### config.mk
export PLATFORM = sky130hd
export DESIGN_NAME = result_tile_reader
export DESIGN_NICKNAME = d
export VERILOG_FILES = /design/src/rtl/result_tile_reader.sv
export SDC_FILE = /design/constraint.sdc
export NUM_CORES = 1
export LEC_CHECK = 0
export ABC_AREA = 1
export BUFFER_PORTS_ARGS = -buffer_cell sky130_fd_sc_hd__buf_2
export CAP_MARGIN = 20
export CORE_MARGIN = 1
export CORE_UTILIZATION = 42
export CTS_BUF_LIST = sky130_fd_sc_hd__clkbuf_2 sky130_fd_sc_hd__clkbuf_4 sky130_fd_sc_hd__clkbuf_8
export DETAILED_ROUTE_END_ITERATION = 8
export SYNTH_ARGS = -nofsm -noshare
export SYNTH_HDL_FRONTEND = slang
export SYNTH_SLANG_ARGS = --single-unit
### constraint.sdc
create_clock -name clk -period 1.87 [get_ports clk]
set_clock_uncertainty 0.2 [all_clocks]
set_input_delay 0.2805 -clock clk [delete_from_list [all_inputs] [get_ports clk]]
set_output_delay 0.2805 -clock clk [all_outputs]
set_load 0.05 [all_outputs]
### src/rtl/result_tile_reader.sv
// Streams one BLOCK_SIZE x BLOCK_SIZE tile out of the result storage over valid/ready.
// Define RESULT_TILE_READER_TRANSPOSE_EN to emit the tile column-major (transposed).
module result_tile_reader #(
  parameter int DATA_WIDTH  = 16,
  parameter int BLOCK_SIZE  = 64,
  parameter int MATRIX_SIZE = 128,
  parameter int ADDR_WIDTH  = 14
) (
  input  logic                  clk,
  input  logic                  rst_n,
  input  logic                  start,
  input  logic [1:0]            row_block_idx,
  input  logic [1:0]            col_block_idx,
  output logic                  busy,
  output logic                  done,
  output logic                  err,
  output logic                  rd_en,
  output logic [ADDR_WIDTH-1:0] rd_addr,
  input  logic [DATA_WIDTH-1:0] rd_data,
  output logic                  m_valid,
  input  logic                  m_ready,
  output logic [DATA_WIDTH-1:0] m_data,
  output logic                  m_last_row,
  output logic                  m_last
);

  localparam int BW = $clog2(BLOCK_SIZE);
  localparam int MW = $clog2(MATRIX_SIZE);

  typedef enum logic [1:0] {IDLE, READ, DRAIN} state_t;

  state_t                state_q, state_d;
  logic [1:0]            rblk_q, cblk_q;
  logic [BW-1:0]         inner_q, outer_q;
  logic [BW-1:0]         r_cur, c_cur;
  logic [MW-1:0]         row_full, col_full;
  logic                  infl_q, infl_last_row_q, infl_last_q;
  logic                  done_q, err_q, done_d, err_d, start_ok;
  logic                  range_bad, issue_last_row, issue_last, pop, can_issue;
  logic [2:0]            pending;
  logic [DATA_WIDTH-1:0] fifo_data [2];
  logic                  fifo_lr   [2];
  logic                  fifo_last [2];
  logic                  wr_ptr_q, rd_ptr_q;
  logic [1:0]            count_q;

  // inner counter runs fastest; the build option picks whether it walks columns or rows
`ifdef RESULT_TILE_READER_TRANSPOSE_EN
  assign r_cur = inner_q;
  assign c_cur = outer_q;
`else
  assign r_cur = outer_q;
  assign c_cur = inner_q;
`endif

  assign row_full = MW'(int'(rblk_q) * BLOCK_SIZE) + MW'(r_cur);
  assign col_full = MW'(int'(cblk_q) * BLOCK_SIZE) + MW'(c_cur);
  assign rd_addr  = ADDR_WIDTH'({row_full, col_full});

  assign range_bad = (int'(row_block_idx) * BLOCK_SIZE >= MATRIX_SIZE) ||
                     (int'(col_block_idx) * BLOCK_SIZE >= MATRIX_SIZE);
  assign issue_last_row = (inner_q == '1);
  assign issue_last     = issue_last_row && (outer_q == '1);

  assign m_valid    = (count_q != 2'd0);
  assign m_data     = fifo_data[rd_ptr_q];
  assign m_last_row = m_valid & fifo_lr[rd_ptr_q];
  assign m_last     = m_valid & fifo_last[rd_ptr_q];
  assign pop        = m_valid & m_ready;

  // credit: buffered + in-flight, less what leaves this cycle, must leave room for one more
  assign pending   = {1'b0, count_q} + {2'b00, infl_q};
  assign can_issue = pending < (3'd2 + {2'b00, pop});

  assign busy = (state_q != IDLE);
  assign done = done_q;
  assign err  = err_q;

  always_ff @(posedge clk or negedge rst_n) begin
    if (!rst_n) state_q <= IDLE;
    else        state_q <= state_d;
  end

  always_comb begin
    state_d  = state_q;
    rd_en    = 1'b0;
    start_ok = 1'b0;
    err_d    = 1'b0;
    done_d   = 1'b0;
    unique case (state_q)
      IDLE: begin
        if (start) begin
          if (range_bad) begin
            err_d = 1'b1;
          end else begin
            start_ok = 1'b1;
            state_d  = READ;
          end
        end
      end
      READ: begin
        if (can_issue) begin
          rd_en = 1'b1;
          if (issue_last) state_d = DRAIN;
        end
      end
      DRAIN: begin
        if (pop && m_last) begin
          done_d  = 1'b1;
          state_d = IDLE;
        end
      end
      default: state_d = IDLE;
    endcase
  end

  always_ff @(posedge clk or negedge rst_n) begin
    if (!rst_n) begin
      rblk_q          <= '0;
      cblk_q          <= '0;
      inner_q         <= '0;
      outer_q         <= '0;
      infl_q          <= 1'b0;
      infl_last_row_q <= 1'b0;
      infl_last_q     <= 1'b0;
      done_q          <= 1'b0;
      err_q           <= 1'b0;
    end else begin
      done_q          <= done_d;
      err_q           <= err_d;
      infl_q          <= rd_en;
      infl_last_row_q <= rd_en & issue_last_row;
      infl_last_q     <= rd_en & issue_last;
      if (start_ok) begin
        rblk_q  <= row_block_idx;
        cblk_q  <= col_block_idx;
        inner_q <= '0;
        outer_q <= '0;
      end else if (rd_en) begin
        inner_q <= inner_q + BW'(1);
        if (inner_q == '1) outer_q <= outer_q + BW'(1);
      end
    end
  end

  always_ff @(posedge clk or negedge rst_n) begin
    if (!rst_n) begin
      wr_ptr_q <= 1'b0;
      rd_ptr_q <= 1'b0;
      count_q  <= '0;
      for (int unsigned i = 0; i < 2; i++) begin
        fifo_data[i] <= '0;
        fifo_lr[i]   <= 1'b0;
        fifo_last[i] <= 1'b0;
      end
    end else begin
      if (infl_q) begin
        fifo_data[wr_ptr_q] <= rd_data;
        fifo_lr[wr_ptr_q]   <= infl_last_row_q;
        fifo_last[wr_ptr_q] <= infl_last_q;
        wr_ptr_q            <= ~wr_ptr_q;
      end
      if (pop) rd_ptr_q <= ~rd_ptr_q;
      unique case ({infl_q, pop})
        2'b10:   count_q <= count_q + 2'd1;
        2'b01:   count_q <= count_q - 2'd1;
        default: count_q <= count_q;
      endcase
    end
  end

endmodule

* Word level (Yosys, flattened, before mapping)
Cells that the tools add are included.
Word-level totals: logic and storage cells 103, register bits after elaboration 61
Operators by class: equality and inequality tests 11, bitwise gates (word level) 9, $lt $le $gt $ge 6, reduce and logical (&&, ||, !) cells 12, mux-type cells 38, $add $sub $neg 8
Operators by type and width (number):
- $mux 16 | 4
- $bwmux 32 | 1
- $mux 6 | 5
- $mux 1 | 17
- $demux 16 s1 | 1
- $ge 8x8->1 const B | 2
- $add 7x6->7 | 2
- $add 6x1->6 const B | 2
- $eq 6x6->1 const B | 2
- $mux 2 | 5
- $ne 2x2->1 const B | 5
- $reduce_bool 2->1 | 5
- $pmux 2 s3 | 1
- $and 1x1->1 | 5
- $reduce_and 5->1 | 1
- $bwmux 2 | 2
- $eq 2x1->1 const B | 2
- $eq 2x2->1 const B | 2
- $ge 2x2->1 const B | 2
- $not 1->2 | 2
- $pmux 2 s2 | 1
- $add 2x1->3 | 1
- $add 2x1->3 const A | 1
- $logic_and 1x1->1 | 3
- 9 further kinds | 10

* Depth between registers and ports, before layout
Gate-level depths: netlist (run 1).
word-level depth 8, gate-level depth with buffers 9, mapped depth without buffers 8

* Worst setup path after synthesis (run 1)
OpenSTA, ideal clock, no wires.
kind reg2reg, start point reg count_q[0], end point reg state_q[1], setup time 122 ps, clock period less this slack 2098 ps, arrival time 1776 ps, stages on the path, launching flop included 8, path slack -228 ps, path buffers 0, cells stage by stage dfrtp_1 > inv_2 > nand2_2 > o21ai_1 > nor2_1 > nand2_1 > nand3_1 > o21ai_1
Between the ends: elaborated cells on any way between the ends 10, classes of those cells add/sub (2); order compare (1); eq/ne (2); bitwise (2); reduce/logical (3)
RTL lines:
- start, declared | line 45 | logic [1:0] count_q;
- start signal, assigned | line 165 | 2'b10: count_q <= count_q + 2'd1;
- start signal, assigned | line 166 | 2'b01: count_q <= count_q - 2'd1;
- start signal, assigned | line 167 | default: count_q <= count_q;
- $reduce_bool 2->1 | line 65 | assign m_valid = (count_q != 2'd0);
- via m_valid | line 20 | output logic m_valid,
- $and 1x1->1 | line 68 | assign m_last = m_valid & fifo_last[rd_ptr_q];
- via m_last | line 24 | output logic m_last
- $logic_and 1x1->1 | line 108 | if (pop && m_last) begin
- $ne 2x2->1 (no source line)
- $reduce_and 5->1 (no source line)
- end signal, assigned | line 81 | else state_q <= state_d;
- end, declared | line 32 | state_t state_q, state_d;
The timed path passes the listed nets, and every way through them passes these cells. A chain may end at the register's enable or synchronous reset.

* Final worst setup path (run 1)
start point reg count_q[0], end point out rd_en
Between the ends: cells in the longest elaborated chain, start to end 6, elaborated cells on any way between the ends 7, classes of those cells add/sub (2); order compare (1); mux (2); bitwise (1); reduce/logical (1)
Ends and longest elaborated chain:
- $reduce_bool 2->1 | line 65
- $and 1x1->1 | line 69 | assign pop = m_valid & m_ready;
- $add 2x1->3 | line 73 | assign can_issue = pending < (3'd2 + {2'b00, pop});
- $lt 3x3->1 * | line 73
- $mux 1 * | line 102 | if (can_issue) begin
- $mux 1 * | line 90 | unique case (state_q)
- end, declared | line 17 | output logic rd_en,
Every way passes the cells marked *; elsewhere a longest branch is shown, timed or not.

==> results.ini, run 1 <==
[status]
outcome=finished with violations
violations_in_the_final_reports=design-rule violations, negative setup slack

[sta]
timing_worst_slew_pin_value_ns=0.5047
timing.max_slew.rel_slack=0.6635
final-hold-violation-count=0
final.setup.worst_slack_ns=-0.1104
period_minus_slack_ns=1.980
max_clock_freq_mhz=504.9
report.final.setup_viol=2
slew_viol_final=0
share_of_the_clock_period_used_by_the_worst_path=1.059
grt_setup_unrepaired=true

[worst_setup_path]
critical_path_buf_inv_count=2
critPathMostFrequentCell=sky130_fd_sc_hd__ha_4
arrival_ns=1.50
critical-path-slowest-cell=sky130_fd_sc_hd__dfrtp_1
cpLargestDelayFamily=flip-flops
timing.critical_path.from_type=flip-flop
timing.critical_path.slowest_cell_delay_ns=0.42
worstPathCellList=ha_4, ha_4, nand2_4, nand3_4, inv_4, buf_8
critical_path.max_fanout=2
worstPathRequired_ns=1.39
crit_type=flip-flop to output pin
end_kind=output pin

[power_and_ir_drop]
leakage_nw=2.148
pwr_density_cell_mw_per_mm2=2028
vdd.ir_drop.worst_mv=1.350

[routing]
routed_via_density=4.704
detail_route.first_pass.iterations=6
drc=3
drt_iter0_markers=99
route.final.wire_length_mm=6.300
via_count=2493
ant_nets=0
wl_per_cell_um=11.89

[logic_synthesis]
synthDominantAreaCellType=sky130_fd_sc_hd__dfrtp_1
yosys_warnings=0
ys_async_sr_fraction=1.000
synthesis.nets=384
synth_cell_type_count=28
postSynth.topFlopCell=sky130_fd_sc_hd__dfrtp_1
synth_enable_flop_cells=0
synthesis.area_per_instance_um2=8.120
synth.yosys.seq_area_share=0.5295
synth.cells.most_frequent=sky130_fd_sc_hd__nand2_1 (131), sky130_fd_sc_hd__dfrtp_1 (61), sky130_fd_sc_hd__o21ai_1 (31), sky130_fd_sc_hd__inv_1 (29), sky130_fd_sc_hd__nand3_1 (26)
synth.ff_latch_count=61
postSynthCellCount=355
post_synth_main_area_contributors=sky130_fd_sc_hd__dfrtp_1 (53%), sky130_fd_sc_hd__nand2_1 (17%), sky130_fd_sc_hd__o21ai_1 (5.4%)
synthesis.area_mm2=0.002883
leading_cell_type_by_number_of_instances_after_synthesis=sky130_fd_sc_hd__nand2_1
yosys.area.top_type_share=0.5295

[clocking]
cts.reportedPaths.clkPinSlew_ns=0.07
cts_tree=done
clk_latency_ns=0.33
numCtsBuffers=9
htreeDepth=3
cts_max_path_buffers=2
clk_root_buffer_cell=sky130_fd_sc_hd__clkbuf_8
cts_num_sinks=61

[place]
buffer_ports.inserted=60
detailed_place.area_mm2=0.003377
gp_congestion=0.7593
post-dp-hpwl_mm=4.134

[finish]
area_growth_pct=36.63
final_layout_size_suffix_gt1_frac=0.2715
finish.net_count=477
fin_util=0.6064
stdcell_area_mm2=0.003939
antenna-diode-count=0

[floorplan]
num_io_pins=61
rows=29
design.core.area_mm2=0.006495
dieHeight_um=84.85
initial_utilization=0.4438
die-area_mm2=0.007199
fp.dieW_um=84.85

[grt]
grt_first_pass_wirelength_mm=10.88
first_global_vias=2411
maximum_number_of_pins_on_one_net_before_global_route_repair=37
antenna_found_initial=0
global_route_overflow=0
grt_usage=0.1933

[hold_path]
min_delay_worst_type=primary input to flip-flop

[flow_run]
cap_violations=0

path summary, 6_finish.rpt:
kind	slack, ns	cells after the start	end	from
worst max-delay path	-0.11	6	rd_en	count_q[0]
worst max register to register	0.06	10	c_cur[0]	count_q[0]
worst min register to register	0.27	2	rblk_q[0]	rblk_q[0]
worst min-delay path	0.01	3	fifo_data[18]	rd_data[2]
max in group asynchronous	0.71	3	c_cur[4]	rst_n
min in group asynchronous	0.26	2	fifo_data[17]	rst_n
worst register-to-register path, delay by kind of cell, from the launching register on:
kind / cells / cell delay (ns)
adder cells (fa/ha/maj): 2 / 0.44
flip-flops: 1 / 0.42
buffers and inverters: 4 / 0.40
AND/OR/NAND/NOR: 4 / 0.23
kinds of logic (layout without fill, tap and decap cells):
family          count (synthesis)  after routing  share of synthesized area
simple gates                  188            188                     0.2786
flops                          61             61                     0.5295
buf+inv                        51            149                    0.07335
compound gates                 43             43                    0.07552
xor+xnor                        7              7                    0.02127
fa+ha+maj                       5              5                    0.02170
layer usage:
layer / part of all wire / track usage
met5: 0 / 0
met4: 0.014 / 0.09245
met3: 0.041 / 0.03502
met2: 0.48 / 0.3193
met1: 0.47 / 0.2479
area by class of cell:
| type | count | area, µm² |
|---|---|---|
| repair buffers | 94 | 705.7 |
| clock inverters | 4 | 95.09 |
| well taps | 77 | 96.34 |
| multi-input cells | 243 | 1209 |
| fillers | 588 | 2556 |
| inverters | 39 | 151.4 |
| clock buffers | 12 | 152.6 |
| flip-flops and latches | 61 | 1529 |
flip-flops by register name (all words and copies together), names as in the netlist:
name	count
count_q	2
c_cur	6
cblk_q	1
fifo_last	2
infl_q	1
done	1
rblk_q	1
infl_last_q	1
wr_ptr_q	1
fifo_data	32
rd_ptr_q	1
fifo_lr	2
outer_q	6
infl_last_row_q	1
err	1
state_q	2
cell usage in the layout (no fill, tap or decap), drive strengths merged:
cell	netlist	layout
nand2	133	133
buf	8	77
dfrtp	61	61
o21ai	41	41
inv	38	38
nand3	27	27
nor2	21	21
dlygate4sd3	0	15
clkbuf	4	14
xor2	5	5
ha	5	5
bufinv	0	3
nand4	3	3
or2	3	3
xnor2	2	2
clkinv	1	2
o21bai	1	1
a21oi	1	1
nor3	1	1
report_power, final:
part,internal (W),switching [W]
Sequential,0.00183,0.000332
Clock,0.000950,0.000499
Combinational,0.00150,0.00288
Total,0.00427,0.00371
metrics by stage:
stage / hold WS, ns / std cells / worst slack, ns / total power [W] / TNS [ns]
after floorplan: -0.2151 / 355 / 0.008992 / 0.004996 / 0
after global placement: 0.08187 / 494 / 0.05925 / 0.005989 / 0
after detailed placement: 0.08384 / 494 / 0.03779 / 0.006048 / 0
after CTS: 0.001092 / 526 / -0.1203 / 0.007896 / -0.1427
after global routing: 0.01827 / 530 / -0.1884 / 0.008500 / -0.2896
final: 0.01163 / 530 / -0.1104 / 0.007987 / -0.1230
timing repair:
action | CTS | global route
cloned | 0 | 0
pin swaps | 3 | 5
resized for setup | 28 | 7
hold endpoints to repair | 33 | 0
setup endpoints to repair | 13 | 6
hold buffers | 15 | 0
setup buffers | 1 | 4
Note: power is estimated with default switching activity, not from simulation.
==> run 2: changes to the inputs <==
- HOLD_SLACK_MARGIN: unset -> 0.1
- REMOVE_ABC_BUFFERS: unset -> 1
==> results.ini, run 2 (synthesized netlist as in run 1, its figures left out) <==
[status]
outcome=finished with violations
violations_in_the_final_reports=design-rule violations, negative setup slack

[power_and_ir_drop]
clock_power_share=0.154  ; -0.027
p_comb_frac=0.566  ; +0.018
power.internal_w=0.003992  ; -6.6%
leakage_nw=2.148  ; about the same
switchingPower_w=0.003696  ; -0.51%
netSwitchingFraction=0.4807  ; +0.01563
pwr_density_cell_mw_per_mm2=1951  ; -3.8%
total_design_power_w=0.007688  ; -3.7%
vdd.ir_drop.worst_mv=1.338  ; -0.89%
share_seq_of_total_power=0.279  ; +0.009

[finish]
antenna-diode-count=0  ; unchanged
multi_input_area_mm2=0.001199  ; -0.83%
largest_register=fifo_data
flip_flop_count_of_the_largest_register_all_copies_and_words_added=32  ; unchanged
seqCellArea_mm2=0.001526  ; -0.16%
most_frequent_cells_in_the_layout=sky130_fd_sc_hd__nand2_1 (130), sky130_fd_sc_hd__dfrtp_1 (61), sky130_fd_sc_hd__buf_2 (42), sky130_fd_sc_hd__buf_4 (32), sky130_fd_sc_hd__o21ai_1 (31)
final_common_cell=sky130_fd_sc_hd__nand2_1
fin_util=0.6066  ; about the same
area_growth_pct=36.68  ; about the same
num-fill-cells=585  ; -0.51%
final_layout_size_suffix_gt1_frac=0.2581  ; -0.01339
finish.net_count=486  ; +1.9%
stdcell_area_mm2=0.003940  ; about the same

[sta]
slew_viol_final=0  ; unchanged
timing_worst_slew_pin_value_ns=0.4258  ; -0.07885 ns
timing.max_slew.rel_slack=0.7142  ; +0.05066
final.setup.worst_slack_ns=-0.1087  ; +0.001735 ns
setup_tns_ns=-0.1363  ; -0.01338 ns
share_of_the_clock_period_used_by_the_worst_path=1.058  ; about the same
report.final.setup_viol=2  ; unchanged
grt_setup_unrepaired=true
max_clock_freq_mhz=505.4  ; about the same
final-hold-violation-count=0  ; unchanged
period_minus_slack_ns=1.979  ; -0.001735 ns

[clocking]
htreeDepth=3  ; unchanged
numCtsBuffers=9  ; unchanged
cts.reportedPaths.clkPinSlew_ns=0.06  ; about the same
clk_latency_ns=0.34  ; about the same
cts_tree=done
cts_num_sinks=61  ; unchanged
cts_max_path_buffers=2  ; unchanged
clk_root_buffer_cell=sky130_fd_sc_hd__clkbuf_8

[grt]
use_met3=0.06226  ; +0.02724
grt_first_pass_wirelength_mm=10.85  ; -0.32%
grt.met2_usage=0.3274  ; +0.008130
top_usage_layer=met2
maximum_number_of_pins_on_one_net_before_global_route_repair=62  ; +68%
antenna_found_initial=0  ; unchanged
global_route_overflow=0  ; unchanged
first_global_vias=2447  ; +1.5%
grt_usage=0.1933  ; about the same
grt.met1_usage=0.2362  ; -0.01173

[worst_setup_path]
end_kind=output pin
crit_type=flip-flop to output pin
critical-path-slowest-cell=sky130_fd_sc_hd__dfrtp_1
worstPathRequired_ns=1.39  ; about the same
arrival_ns=1.50  ; about the same
critPathMostFrequentCell=sky130_fd_sc_hd__ha_4
critical_path.max_fanout=2  ; unchanged
timing.critical_path.slowest_cell_delay_ns=0.41  ; about the same
worstPathCellList=ha_4, ha_4, nand2_4, nand3_4, inv_4, buf_8
timing.critical_path.from_type=flip-flop

[routing]
routed_via_density=4.710  ; +0.13%
route.final.wire_length_mm=6.099  ; -3.2%
drt_iter0_markers=100  ; +1.0%
wl_per_cell_um=11.34  ; -4.6%
ant_nets=0  ; unchanged
detail_route.first_pass.iterations=7  ; +1
via_count=2534  ; +1.6%
drc=5  ; +2

[floorplan]
num_io_pins=61  ; unchanged
fp.dieW_um=84.85  ; unchanged
design.core.area_mm2=0.006495  ; unchanged
die-area_mm2=0.007199  ; unchanged
initial_utilization=0.4438  ; unchanged
dieHeight_um=84.85  ; unchanged
rows=29  ; unchanged

[place]
detailed_place.area_mm2=0.003359  ; -0.52%
gp_congestion=0.7591  ; about the same
post-dp-hpwl_mm=4.068  ; -1.6%
buffer_ports.inserted=60  ; unchanged

[flow_run]
cap_violations=0  ; unchanged

[hold_path]
min_delay_worst_type=primary input to flip-flop

[run 2: through the flow]
stage               cells  worst slack (ns)  hold WS, ns
finish                538           -0.1087       0.2624
detailed placement    496           0.03685       0.1185
global placement      496           0.05178       0.1218
floorplan             343           -0.2759      -0.2151
CTS                   535           -0.1418       0.2592
global route          538           -0.1809       0.2654
[run 2: cell type report]
cell class              instances  area share
flip-flops and latches         61      0.3874
clock inverters                 4     0.01207
clock buffers                  11     0.03842
well taps                      77     0.02445
multi-input cells             243      0.3042
inverters                      39     0.03779
repair buffers                103      0.1956
[run 2: routing by layer]
metal | part of all wire | wire, µm
met4 | 0.013 | 77
met3 | 0.047 | 284
met5 | 0 | 0
met1 | 0.48 | 2950
met2 | 0.46 | 2787
[run 2: power groups by stage]
| stage | Clock, W | Combinational (W) | Sequential [W] |
|---|---|---|---|
| floorplan | 0 | 0.00247 | 0.00244 |
| global placement | 0 | 0.00383 | 0.00214 |
| detailed placement | 0 | 0.00386 | 0.00215 |
| CTS | 0.00122 | 0.00429 | 0.00215 |
| global route | 0.00128 | 0.00473 | 0.00222 |
| finish | 0.00119 | 0.00435 | 0.00215 |
[run 2: worst paths after layout]
kind / from / endpoint / slack [ns] / cells past startpoint
max: infl_q / rd_en / -0.11 / 6
min: m_ready / infl_q / 0.26 / 6
max reg2reg: count_q[0] / count_q[1] / 0.05 / 9
min reg2reg: cblk_q[0] / cblk_q[0] / 0.27 / 2
max in group asynchronous: rst_n / c_cur[3] / 0.93 / 3
min in group asynchronous: rst_n / fifo_data[17] / 0.27 / 3
[run 2: worst max-delay path, delay by kind of cell (launching register included)]
kind / cells / cell delay [ns]
buffers and inverters: 2 / 0.18
and+or+nand+nor: 2 / 0.12
adders and majority gates: 2 / 0.44
DFF: 1 / 0.41
[run 2: timing repair]
| item | in CTS | in global routing |
|---|---|---|
| hold buffers | 22 | 0 |
| resized for setup | 31 | 5 |
| setup buffers | 2 | 3 |
| setup endpoints to repair | 18 | 20 |
| gates cloned | 0 | 0 |
| endpoints found under the hold margin | 99 | 0 |
| pin swaps | 4 | 4 |
